**config.mk**
```make
export PLATFORM = sky130hd
export DESIGN_NAME = regfile_sb
export DESIGN_NICKNAME = d
export VERILOG_FILES = /design/src/rtl/regfile_sb.sv
export SDC_FILE = /design/constraint.sdc
export NUM_CORES = 2
export LEC_CHECK = 0
export BUFFER_PORTS_ARGS = -buffer_cell sky130_fd_sc_hd__buf_2
export CORE_MARGIN = 2
export CORE_UTILIZATION = 55
export CTS_BUF_LIST = sky130_fd_sc_hd__clkbuf_4 sky130_fd_sc_hd__clkbuf_8
export CTS_CLUSTER_SIZE = 8
export DETAILED_ROUTE_END_ITERATION = 6
export PLACE_DENSITY = 0.74
export SETUP_SLACK_MARGIN = 0.02
export SYNTH_ARGS = -nofsm -noshare
export SYNTH_HDL_FRONTEND = slang
export SYNTH_SLANG_ARGS = --single-unit
```
**constraint.sdc**
```tcl
create_clock -name clk -period 2.7 [get_ports clk]
set_input_delay 0.54 -clock clk [delete_from_list [all_inputs] [get_ports clk]]
set_output_delay 0.54 -clock clk [all_outputs]
set_load 0.1 [all_outputs]
```
**src/rtl/regfile_sb.sv**
```systemverilog
// Register file: XLEN x NREGS, 2 combinational read ports, 1 byte-strobed write port, plus a load-use scoreboard.
// Reads have zero latency (optional write forwarding); writes and busy marks land on the edge; no backpressure.
module regfile_sb #(
    parameter int XLEN   = 32,
    parameter int NREGS  = 16,
    parameter int AW     = 5,
    parameter int BYPASS = 1
) (
    input  logic              clk,
    input  logic              rst_n,
    input  logic              wr_en,
    input  logic [AW-1:0]     wr_addr,
    input  logic [XLEN-1:0]   wr_data,
    input  logic [XLEN/8-1:0] wr_be,
    input  logic [AW-1:0]     rs1_addr,
    input  logic [AW-1:0]     rs2_addr,
    output logic [XLEN-1:0]   rs1_data,
    output logic [XLEN-1:0]   rs2_data,
    input  logic              busy_set,
    input  logic [AW-1:0]     busy_addr,
    output logic              rs1_busy,
    output logic              rs2_busy,
    output logic              any_busy
);

    localparam int            IW      = (NREGS > 1) ? $clog2(NREGS) : 1;
    localparam logic [AW:0]   NREGS_W = (AW+1)'(NREGS);

    if (NREGS > (1 << AW) || (XLEN % 8) != 0) begin : g_bad_cfg
        $error("regfile_sb: NREGS must fit in AW bits and XLEN must be a multiple of 8");
    end

    logic [XLEN-1:0]  r_regs [NREGS];
    logic [NREGS-1:0] r_pend;

    logic             w_wr_ok;
    logic             w_busy_ok;
    logic             w_rs1_vld;
    logic             w_rs2_vld;
    logic             w_rs1_fwd;
    logic             w_rs2_fwd;
    logic [IW-1:0]    w_wr_idx;
    logic [IW-1:0]    w_busy_idx;
    logic [IW-1:0]    w_rs1_idx;
    logic [IW-1:0]    w_rs2_idx;
    logic [XLEN-1:0]  w_rs1_stored;
    logic [XLEN-1:0]  w_rs2_stored;
    logic [XLEN-1:0]  w_wr_merged;

    function automatic logic f_valid(input logic [AW-1:0] addr);
        return (addr != '0) && ({1'b0, addr} < NREGS_W);
    endfunction

    function automatic logic [XLEN-1:0] f_merge(input logic [XLEN-1:0]   old_v,
                                                input logic [XLEN-1:0]   new_v,
                                                input logic [XLEN/8-1:0] be);
        logic [XLEN-1:0] res;
        res = old_v;
        for (int b = 0; b < XLEN/8; b++) begin
            if (be[b]) res[8*b +: 8] = new_v[8*b +: 8];
        end
        return res;
    endfunction

    assign w_wr_idx   = wr_addr[IW-1:0];
    assign w_busy_idx = busy_addr[IW-1:0];
    assign w_rs1_idx  = rs1_addr[IW-1:0];
    assign w_rs2_idx  = rs2_addr[IW-1:0];

    // rst_n gating keeps the forwarding path from leaking wr_data while held in reset.
    assign w_wr_ok   = wr_en && rst_n && f_valid(wr_addr);
    assign w_busy_ok = busy_set && f_valid(busy_addr);
    assign w_rs1_vld = f_valid(rs1_addr);
    assign w_rs2_vld = f_valid(rs2_addr);

    assign w_rs1_fwd = (BYPASS != 0) && w_wr_ok && (wr_addr == rs1_addr);
    assign w_rs2_fwd = (BYPASS != 0) && w_wr_ok && (wr_addr == rs2_addr);

    assign w_rs1_stored = w_rs1_vld ? r_regs[w_rs1_idx] : '0;
    assign w_rs2_stored = w_rs2_vld ? r_regs[w_rs2_idx] : '0;
    assign w_wr_merged  = f_merge(r_regs[w_wr_idx], wr_data, wr_be);

    assign rs1_data = w_rs1_fwd ? f_merge(w_rs1_stored, wr_data, wr_be) : w_rs1_stored;
    assign rs2_data = w_rs2_fwd ? f_merge(w_rs2_stored, wr_data, wr_be) : w_rs2_stored;

    // A forwarded operand is already available, so its pending bit no longer stalls.
    assign rs1_busy = w_rs1_vld && r_pend[w_rs1_idx] && !w_rs1_fwd;
    assign rs2_busy = w_rs2_vld && r_pend[w_rs2_idx] && !w_rs2_fwd;
    assign any_busy = |r_pend;

    always_ff @(posedge clk or negedge rst_n) begin
        if (!rst_n) begin
            for (int i = 0; i < NREGS; i++) r_regs[i] <= '0;
        end else begin
            for (int i = 1; i < NREGS; i++) begin
                if (w_wr_ok && (w_wr_idx == IW'(i))) r_regs[i] <= w_wr_merged;
            end
        end
    end

    // A new load issued on the same edge as a retiring write keeps the register pending.
    always_ff @(posedge clk or negedge rst_n) begin
        if (!rst_n) begin
            r_pend <= '0;
        end else begin
            for (int i = 1; i < NREGS; i++) begin
                if (w_busy_ok && (w_busy_idx == IW'(i))) begin
                    r_pend[i] <= 1'b1;
                end else if (w_wr_ok && (w_wr_idx == IW'(i))) begin
                    r_pend[i] <= 1'b0;
                end
            end
        end
    end

endmodule

```
# After elaboration in Yosys (flattened, before gate mapping)
# Index checks and enable logic that the tools add are counted.
# op_classes
n_reduce_logical,65
order_cmp,9
muxes,59
n_eq_ne,32
n_bitwise,3
# op_table
cell,n
binary-select mux 32 bit (select 4 bit),3
2-to-1 mux 32 bit,10
2-to-1 mux 8 bit,12
"equality test 4 bit, second input constant",16
logical AND 1 bit,43
"equality test 4 x 3 -> 1 bit, second input constant",8
2-to-1 mux 1 bit,32
nonzero test 2 bit,15
"< comparator 5 bit, second input constant",4
nonzero test 5 bit,4
"equality test 4 x 2 -> 1 bit, second input constant",4
OR reduction 16 bit,1
"greater-or-equal comparator 5 bit, second input constant",3
inverter 4 -> 5 bit,3
equality test 5 bit,2
"< comparator 4 x 5 -> 1 bit, second input constant",2
binary-select mux 1 bit (select 4 bit),2
"equality test 4 x 1 -> 1 bit, second input constant",2
zero test 1 bit,2
# word_totals
input_bits,60
reg_bits,495
out_inout_bits,67

# Depth between registers and ports, before layout
# logic_depth
word_depth,7
mapped_depth,10
depth_no_buf,4

# Worst setup path before layout
# Ideal clock, no wire load.
# synth_timing
kind,input -> output
startpoint,input wr_addr[1]
endpoint,output rs1_data[11]
required_ps,2160
arrival_time_ps,2706
n_path_buf,2
cell_stages,6
slack_ps,-546
path_cell_list,buf_6 > buf_6 > or4_4 > and3_1 > a31oi_1 > a32o_1
# synth_between
elab_chain_cells,5
elab_cells_between_ends,7
classes_between,order compare: 1; eq/ne: 1; mux: 1; reduce/logical: 4
# synth_rtl
item,line_no,rtl
start: declaration,12,"input logic [AW-1:0] wr_addr,"
< comparator 5 bit or nonzero test 5 bit (tied branches),51,"return (addr != '0) && ({1'b0, addr} < NREGS_W);"
logical AND 1 bit,51,
logical AND 1 bit,71,assign w_wr_ok = wr_en && rst_n && f_valid(wr_addr);
logical AND 1 bit *,76,assign w_rs1_fwd = (BYPASS != 0) && w_wr_ok && (wr_addr == rs1_addr);
2-to-1 mux 32 bit *,83,"assign rs1_data = w_rs1_fwd ? f_merge(w_rs1_stored, wr_data, wr_be) : w_rs1_stored;"
end: declaration,17,"output logic [XLEN-1:0] rs1_data,"
# Every way passes the cells marked *; elsewhere a longest branch is shown, timed or not.

# Worst setup path in the final report
# layout_timing
startpoint,register r_pend[6]
endpoint,output rs2_busy
# layout_between
elab_chain_cells,4
# layout_rtl
item,line_no,rtl
start: declaration,34,logic [NREGS-1:0] r_pend;
start signal: assignment,104,r_pend <= '0;
start signal: indexed assignment,108,r_pend[i] <= 1'b1;
start signal: indexed assignment,110,r_pend[i] <= 1'b0;
binary-select mux 1 bit (select 4 bit),88,assign rs2_busy = w_rs2_vld && r_pend[w_rs2_idx] && !w_rs2_fwd;
2-to-1 mux 1 bit (not written as such),88,
logical AND 1 bit (2 in a row),88,
end: declaration,22,"output logic rs2_busy,"
# No other way between the ends. The select of a mux whose other input is x is not followed.

==> impl_results.md <==
* Peak VDD IR at 0.427 mV
* Netlist cell types at 61
* Final WL at 130 mm
* FF+latch count, synth at 495
* GRT Overall Usage at 0.430
* Clk Tree Root Cell: clkbuf_8
* Seq/Total Area, Yosys at 0.391
* Largest net degree at the start of global routing at 150
* First-pass GRT wire length at 192 mm
* Number of routed nets with antenna violations at 0
* Post-Syn Nets at 2,961
* Fillers at 3,569
* Initial drt markers at 4,627
* Pre-CTS setup slack at -476 ps
* Violated checks: DRC, setup timing
* Final core occ at 0.734
* CTS Buf Count at 86
* Synthesized area at 31,700 um2
* Commonest non-fill, non-tap cell in the layout: dfrtp_1
* # rows at 87
* Area of the multi-input gates at 19,300 um2
* Unrepaired setup endpoints after global routing: yes
* Final Skew at 27.4 ps
* CTS tree: yes
* Yosys warning total at 33
* Layout area overhead at 31.5%
* CTS H-tree lvls at 3
* Die height at 244 um
* Die X at 244 um
* Non-Filler Instances at 4,133
* DR pass1 iterations at 7
* Max-slew violations at 0
* Clk_lat worst skew at 730 ps
* Final Hold Fails at 0
* Antenna violations before repair at 2
* Primary FF master, synth: dfrtp_1
* Leak pwr at 17.8 nW
* Async set-or-reset flop fraction in the synthesized netlist at 1.00
* FF+latch area at 12,400 um2
* Worst path arrival time at 2460 ps
* Measured slew at the worst slew-check pin at 1070 ps
* Rel. slew slack at 0.287
* Minimum clock period at 3000 ps
* Setup_tns at -12,610 ps
* Clk buf depth at 3
* Vias at 30,900
* Vias in the first global route at 31,100
* Die footprint at 59,500 um2
* Leading cell types in the layout, fill and taps excluded: 495 x dfrtp_1, 400 x buf_4, 373 x nand2_1
* F_max at 333 MHz
* Crit path launch type: flip-flop
* Port Buffer Count at 125
* DRC Markers at 3
* Placed insts at 3,838
* Reg clk slew, reported paths at 60 ps
* Synth Instances at 2,901
* Setup crit end kind: output port
* Final period util at 1.11
* EDFF count, synth at 0
* Dpl hpwl at 82.4 mm
* Max FO, Critical Path at 2
* Status: finished, violations left
* CP Data Required Time at 2160 ps
* DR vias/cell at 7.48
* Placer congestion estimate at 0.990
* PnR worst setup slack at -302 ps
* Ratio of cells with drive above 1 in the final layout at 0.440
* Final setup fails at 66
* Starting Density at 0.559
* Avg Inst Size Synth at 10.9 um2
* Routed wire per std cell at 31.4 um
* Post-layout total power at 0.0248 W
* PwrDens at 596 nW/um2
* Setup CP Type: flip-flop to output port
* Nets at 3,369
* I/O Pins at 127
* Total congestion overflow at 0
* Core box area at 56,700 um2
* Max Cap Violations at 0
* # clock sinks at 495
* Min-Delay Path Class: input pin to flip-flop
## layer usage
metal	up-vias	wire, um	part of all wire	global-route usage
met5	-	0	0	0
met3	836	20000	0.15	0.171
met2	2909	55800	0.43	0.621
met4	0	10500	0.081	0.293
met1	15000	43300	0.33	0.530
li1	12100	-	-	-
## metrics by stage
stage	cell area, um2	hold WS [ps]
after floorplan	32700	244
final	41700	79.8
after CTS	41100	66.7
after detailed placement	37700	512
after global routing	41700	84.7
after global placement	37700	493
## path summary, 6_finish.rpt
check,endpoint,depth (start not counted),from,slack (ps)
max,rs2_busy,4,r_pend[6]$_DFFE_PN0P_,-300
max in group asynchronous,r_regs[303]$_DFFE_PN0P_,4,rst_n,880
max reg2reg,r_regs[377]$_DFFE_PN0P_,7,r_regs[57]$_DFFE_PN0P_,450
min in group asynchronous,r_regs[5]$_DFFE_PN0P_,3,rst_n,110
min,r_pend[12]$_DFFE_PN0P_,2,busy_addr[0],80
min reg2reg,r_regs[20]$_DFFE_PN0P_,2,r_regs[20]$_DFFE_PN0P_,530
## registers in the layout, indices dropped and copies added, names as in the netlist
| name | count |
|---|---|
| r_regs | 480 |
| r_pend | 15 |
## cells in the mapped netlist, types with 24 or more instances
master | count | area share
a22oi_1 | 66 | 0.016
a221oi_1 | 59 | 0.016
a221o_1 | 32 | 0.010
dfrtp_1 | 495 | 0.39
nand2_1 | 374 | 0.044
o21ai_0 | 189 | 0.030
o31ai_2 | 60 | 0.024
mux4_2 | 234 | 0.17
o31ai_1 | 143 | 0.034
a31oi_1 | 156 | 0.031
a22o_1 | 52 | 0.014
mux2_2 | 135 | 0.048
mux2i_1 | 91 | 0.029
a32o_1 | 24 | 0.0076
nor2b_1 | 38 | 0.0075
buf_2 | 99 | 0.016
clkbuf_1 | 184 | 0.022
nor2_1 | 167 | 0.020
## timing repair
item                       CTS  global route
gates resized for setup    159            47
hold buffers                 0             0
cloned                       0             1
pin swaps                  106            21
setup buffers               99            45
setup endpoints to repair   66            66
## cells by family (layout without fill, tap and decap cells)
family,Yosys count,in the layout,synth area share
AND/OR/NAND/NOR,658,658,0.0878
AO/OA/AOI/OAI,932,932,0.222
XOR/XNOR,10,10,0.00276
other,1,3,0.000118
flip-flops,495,495,0.391
buffers and inverters,338,812,0.0499
multiplexers,467,467,0.246
## worst max-delay path, cell delays in order (launching register included)
cell and delay [ps]:
dfrtp_1 390, mux4_2 510, mux4_2 500, and3_4 190, buf_12 160
## area by class of cell
type,count,area share
multi-input combinational,2068,0.464
tap,756,0.0227
antenna,2,0.000120
timing repair buffer,653,0.169
clock buffer,140,0.0425
sequential,495,0.297
clock inverter,14,0.00439
inverter,5,0.000451
## power by group
| part | internal (W) | switching (W) | total, W |
|---|---|---|---|
| Combinational | 0.00358 | 0.00379 | 0.00737 |
| Clock | 0.00451 | 0.00331 | 0.00782 |
| Sequential | 0.00847 | 0.00117 | 0.00964 |
(Power assumes the default switching activity.)
